`src/rtl/led_chaser_monitor.sv`:
```
// Reader/checker for the one-hot LED chaser bus: tracks lamp position and step direction,
// counts legal steps, and flags illegal patterns, illegal jumps and a stalled chaser.
module led_chaser_monitor #(
  parameter int WIDTH        = 8,
  parameter int POS_W        = $clog2(WIDTH),
  parameter int CNT_W        = 16,
  parameter int STALL_CYCLES = 2**20
) (
  input  logic             iCLK,
  input  logic             iRST_N,
  input  logic [WIDTH-1:0] iLED,
  input  logic             iCLR,
  output logic [POS_W-1:0] oPOS,
  output logic             oVALID,
  output logic             oDIR,
  output logic             oSTEP,
  output logic [CNT_W-1:0] oSTEPS,
  output logic             oERR,
  output logic             oSTALL
);

  // state | meaning
  // IDLE  | waiting for a one-hot sample to lock onto
  // TRACK | following legal single-position steps
  // FAULT | illegal pattern or jump seen; sticky until iCLR
  typedef enum logic [1:0] {ST_IDLE, ST_TRACK, ST_FAULT} state_t;

  localparam int              SC_W      = $clog2(STALL_CYCLES + 1);
  localparam logic [SC_W-1:0] STALL_MAX = SC_W'(STALL_CYCLES);

  state_t             r_state, w_state_nx;
  logic [WIDTH-1:0]   r_sync1, r_s, r_prev;
  logic [SC_W-1:0]    r_cnt, w_cnt_nx;
  logic [POS_W-1:0]   r_pos, w_pos_nx, w_idx;
  logic [CNT_W-1:0]   r_steps, w_steps_nx;
  logic               r_valid, w_valid_nx;
  logic               r_dir, w_dir_nx;
  logic               r_step, w_step_nx;
  logic               r_err, w_err_nx;
  logic               r_stall, w_stall_nx;
  logic               w_onehot;
  logic [WIDTH-1:0]   w_rotr, w_rotl;
  logic [CNT_W-1:0]   w_steps_inc;

  assign w_onehot    = (r_s != '0) && ((r_s & (r_s - WIDTH'(1))) == '0);
  assign w_rotr      = {r_prev[0], r_prev[WIDTH-1:1]};
  assign w_rotl      = {r_prev[WIDTH-2:0], r_prev[WIDTH-1]};
  assign w_steps_inc = (r_steps == '1) ? r_steps : r_steps + CNT_W'(1);

  always_comb begin
    w_idx = '0;
    for (int i = 0; i < WIDTH; i++)
      if (r_s[i]) w_idx = POS_W'(i);
  end

  always_ff @(posedge iCLK or negedge iRST_N) begin
    if (!iRST_N) begin
      r_sync1 <= '0;
      r_s     <= '0;
      r_prev  <= '0;
      r_state <= ST_IDLE;
      r_cnt   <= '0;
      r_pos   <= '0;
      r_steps <= '0;
      r_valid <= 1'b0;
      r_dir   <= 1'b0;
      r_step  <= 1'b0;
      r_err   <= 1'b0;
      r_stall <= 1'b0;
    end else begin
      r_sync1 <= iLED;
      r_s     <= r_sync1;
      r_prev  <= r_s;
      r_state <= w_state_nx;
      r_cnt   <= w_cnt_nx;
      r_pos   <= w_pos_nx;
      r_steps <= w_steps_nx;
      r_valid <= w_valid_nx;
      r_dir   <= w_dir_nx;
      r_step  <= w_step_nx;
      r_err   <= w_err_nx;
      r_stall <= w_stall_nx;
    end
  end

  always_comb begin
    w_state_nx = r_state;
    w_cnt_nx   = r_cnt;
    w_pos_nx   = r_pos;
    w_steps_nx = r_steps;
    w_valid_nx = r_valid;
    w_dir_nx   = r_dir;
    w_step_nx  = 1'b0;
    w_err_nx   = r_err;
    w_stall_nx = 1'b0;
    if (iCLR) begin
      // clear wins over any step decided this cycle
      w_state_nx = ST_IDLE;
      w_cnt_nx   = '0;
      w_steps_nx = '0;
      w_valid_nx = 1'b0;
      w_err_nx   = 1'b0;
    end else begin
      unique case (r_state)
        ST_IDLE: begin
          w_valid_nx = 1'b0;
          if (w_onehot) begin
            w_state_nx = ST_TRACK;
            w_valid_nx = 1'b1;
            w_pos_nx   = w_idx;
            w_cnt_nx   = '0;
          end
        end
        ST_TRACK: begin
          if (r_s == r_prev) begin
            w_cnt_nx   = (r_cnt == STALL_MAX) ? r_cnt : r_cnt + SC_W'(1);
            w_stall_nx = (w_cnt_nx == STALL_MAX);
          end else if (r_s == w_rotr || r_s == w_rotl) begin
            w_step_nx  = 1'b1;
            w_dir_nx   = (r_s == w_rotr);
            w_pos_nx   = w_idx;
            w_steps_nx = w_steps_inc;
            w_cnt_nx   = '0;
          end else begin
            w_state_nx = ST_FAULT;
            w_err_nx   = 1'b1;
            w_valid_nx = 1'b0;
            w_cnt_nx   = '0;
          end
        end
        ST_FAULT: begin
          w_err_nx   = 1'b1;
          w_valid_nx = 1'b0;
        end
        default: w_state_nx = ST_IDLE;
      endcase
    end
  end

  assign oPOS   = r_pos;
  assign oVALID = r_valid;
  assign oDIR   = r_dir;
  assign oSTEP  = r_step;
  assign oSTEPS = r_steps;
  assign oERR   = r_err;
  assign oSTALL = r_stall;

endmodule
```
`config.mk`:
```
export PLATFORM = sky130hd
export DESIGN_NAME = led_chaser_monitor
export DESIGN_NICKNAME = d
export VERILOG_FILES = /design/src/rtl/led_chaser_monitor.sv
export SDC_FILE = /design/constraint.sdc
export NUM_CORES = 1
export LEC_CHECK = 0
export BUFFER_PORTS_ARGS = -buffer_cell sky130_fd_sc_hd__buf_2
export CORE_MARGIN = 3
export CORE_UTILIZATION = 50
export CTS_CLUSTER_SIZE = 28
export DETAILED_ROUTE_END_ITERATION = 8
export PLACE_DENSITY = 0.69
export SLEW_MARGIN = 20
export SYNTH_ARGS = -nofsm -noshare
export SYNTH_HDL_FRONTEND = slang
export SYNTH_SLANG_ARGS = --single-unit
```
`constraint.sdc`:
```
create_clock -name iCLK -period 3.2 [get_ports iCLK]
set_input_delay 0.16 -clock iCLK [delete_from_list [all_inputs] [get_ports iCLK]]
set_output_delay 0.16 -clock iCLK [all_outputs]
set_load 0.05 [all_outputs]
```
==> impl_metrics.ini <==
[floorplanning]
rows = 31
fp.dieW_um = 95.3
die_area_um2 = 9090
die_h_um = 95.3
initial_core_util = 0.533
coreArea_um2 = 7490
num_io_pins = 35

[setup_path]
critPathRequiredTime_ns = 3.49
cp-end-kind = flop
crit_arrival_ns = 2.80
setup.worst_path.class = flop to flop
crit_fanout = 11
cp-start-kind = flop

[sta]
slew_viol_final = 0
hold_viol = 17
setup_viol = 0
worst_pin_slew_ns = 0.896
fin_skew_ns = 0.00852
period_share = 0.784
fmax_mhz = 399
holdWs_ns = -0.0204
grt_setup_unrepaired = no
finalSetupTns_ns = 0
worst_slew_margin_rel = 0.402
period_needed_ns = 2.51

[synth]
synth_fp_nets = 442
yosysTopAreaCell = dfrtp_1
synth_top_cell_area_share = 0.445
ys_ff_latch = 71
ys_top_cells_by_area = dfrtp_1, xnor2_1, nor2_1
ys_async_sr_fraction = 1.00
synth_warnings = 0
synthesis.area_um2 = 3990
syn-mean-instance-area_um2 = 9.41
synth_top_flop_cell = dfrtp_1
synth-seq-area-share = 0.445
syn-instance-count = 424
ys_types = 56
synth_edf_count = 0

[power]
power_frac_comb = 0.108
p_int_mw = 1.31
p_per_area_nw_per_um2 = 421
p_sw_uw = 574
p_leak_nw = 1.87
p_seq_frac = 0.512
peakVddDrop_v = 0.000271
p_sw_frac = 0.305
pwr-share-clk = 0.380

[finish]
final_common_cell = dfrtp_1
diodes = 0
final_cell_mix = dfrtp_1, nor2_1, buf_2
final_cells = 556
layout.nets = 470
syn_to_final_growth_pct = 12.0
drive_gt1_frac = 0.175

[route]
initialDrtViolationCount = 199
drc = 0
wl_per_cell_um = 15.9
wl_met1_mm = 3.97
vias = 3305
viasPerCell = 5.94
wl_met2_mm = 4.22
highest_layer = met4
postRouteAntennaNets = 0
wl_met3_um = 503
wl_mm = 8.83
drt-pass1-iter-count = 5

[placement]
dp_hpwl_mm = 5.99
place_congestion = 0.897
dp.cells = 532
port_buffers = 34

[clock_tree]
cts-resized-gates = 0
cts_tree = done
cts_max_path_buffers = 2
postCtsSetupRepairBufs = 0
clock_latency_ns = 0.36
cts.htree.levels = 3
cts.sink_count = 71
cts_root_buf = clkbuf_8
numCtsBuffers = 9
cts.clk_slew.worst_paths_ns = 0.09

[run_status]
violations = hold timing
outcome = finished, violations left

[global_route]
antenna_found_initial = 0
grt_usage = 0.215
grt_max_degree = 72
grt_overflow = 0
grt_pass1_wl_mm = 15.2
grt_pass1_vias = 3130

[min_path]
hold_class = input port to asynchronous set/reset pin

[run]
maxCapViolCount = 0
final cells by class:
class	instances	area, µm²
clock inverters	7	73.8
well taps	99	124
repair buffers	47	288
multi-input cells	307	2020
fillers	646	3020
inverters	16	60.1
flip-flops and latches	71	1780
clock buffers	9	124
worst paths after layout:
kind | from | end | slack [ns] | cells past startpoint
max | r_s[4]$_DFF_PN0_ | oSTEPS[14]$_DFFE_PN0P_ | 0.69 | 6
max in group asynchronous | iRST_N | r_prev[1]$_DFF_PN0_ | 2.61 | 2
min reg2reg | r_sync1[0]$_DFF_PN0_ | r_s[0]$_DFF_PN0_ | 0.35 | 0
max reg2reg | r_s[4]$_DFF_PN0_ | oSTEPS[14]$_DFFE_PN0P_ | 0.69 | 6
min | iRST_N | oSTEPS[2]$_DFFE_PN0P_ | -0.02 | 2
min in group iCLK | iCLR | oSTEP$_DFF_PN0_ | 0.20 | 3
kinds of logic (layout without fill, tap and decap cells):
logic type | after synthesis | in the layout | share of synthesized area
AOI/OAI and AO/OA | 87 | 87 | 0.142
adders and majority gates | 7 | 7 | 0.0219
muxes | 11 | 11 | 0.0298
and+or+nand+nor | 170 | 170 | 0.242
DFF | 71 | 71 | 0.445
xor gates and xnor gates | 32 | 32 | 0.0702
buffers and inverters | 46 | 79 | 0.0489
flip-flops by register name (all words and copies together), names as in the netlist:
name     cells
oSTEP        1
oPOS         3
oSTEPS      16
r_sync1      8
oERR         1
oDIR         1
r_cnt       21
r_s          8
oVALID       1
oSTALL       1
r_prev       8
r_state      2
Yosys cell counts, drive strengths merged, types with 12 or more instances:
master,count
a21oi,20
a31oi,16
buf,18
clkbuf,12
dfrtp,71
inv,16
nand2,26
nand3,20
nand4,19
nor2,37
nor3,12
o21ai,21
xnor2,29
repair_timing:
item | CTS | global route
endpoints found under the hold margin | 8 | 0
setup endpoints to repair | 0 | 0
hold buffers | 8 | 0
per-layer routing:
layer	vias up	GRT usage
met4	0	0.0817
met2	105	0.355
li1	1589	-
met5	-	0
met3	14	0.0387
met1	1597	0.282
metrics by stage:
step	power, mW	hold slack [ns]	worst slack (ns)	util	instance area (µm²)
after global placement	1.18	0.268	0.813	0.560	4190
after detailed placement	1.18	0.269	0.706	0.560	4190
after floorplan	1.12	-0.136	0.951	-	3990
after global routing	1.97	0.0757	0.464	0.597	4470
after CTS	1.91	0.0337	0.702	0.597	4470
final	1.88	-0.0204	0.693	0.597	4470
power by group through the flow:
stage | registers (mW) | logic, mW | clock network [mW]
2_1_floorplan | 1.03 | 0.0881 | 0
3_3_place_gp | 0.980 | 0.196 | 0
3_5_place_dp | 0.983 | 0.199 | 0
4_1_cts | 0.965 | 0.207 | 0.738
5_1_grt | 0.971 | 0.221 | 0.782
6_report | 0.964 | 0.203 | 0.715
critical path, cell delays in order, from the launching register on:
cell and delay, ns:
dfrtp_1 0.60, xnor2_1 0.16, nand4_1 0.16, o22ai_2 0.37, nand3_1 0.39, or4_1 0.61, a21oi_1 0.15
Power figures use the tool's default switching activity.
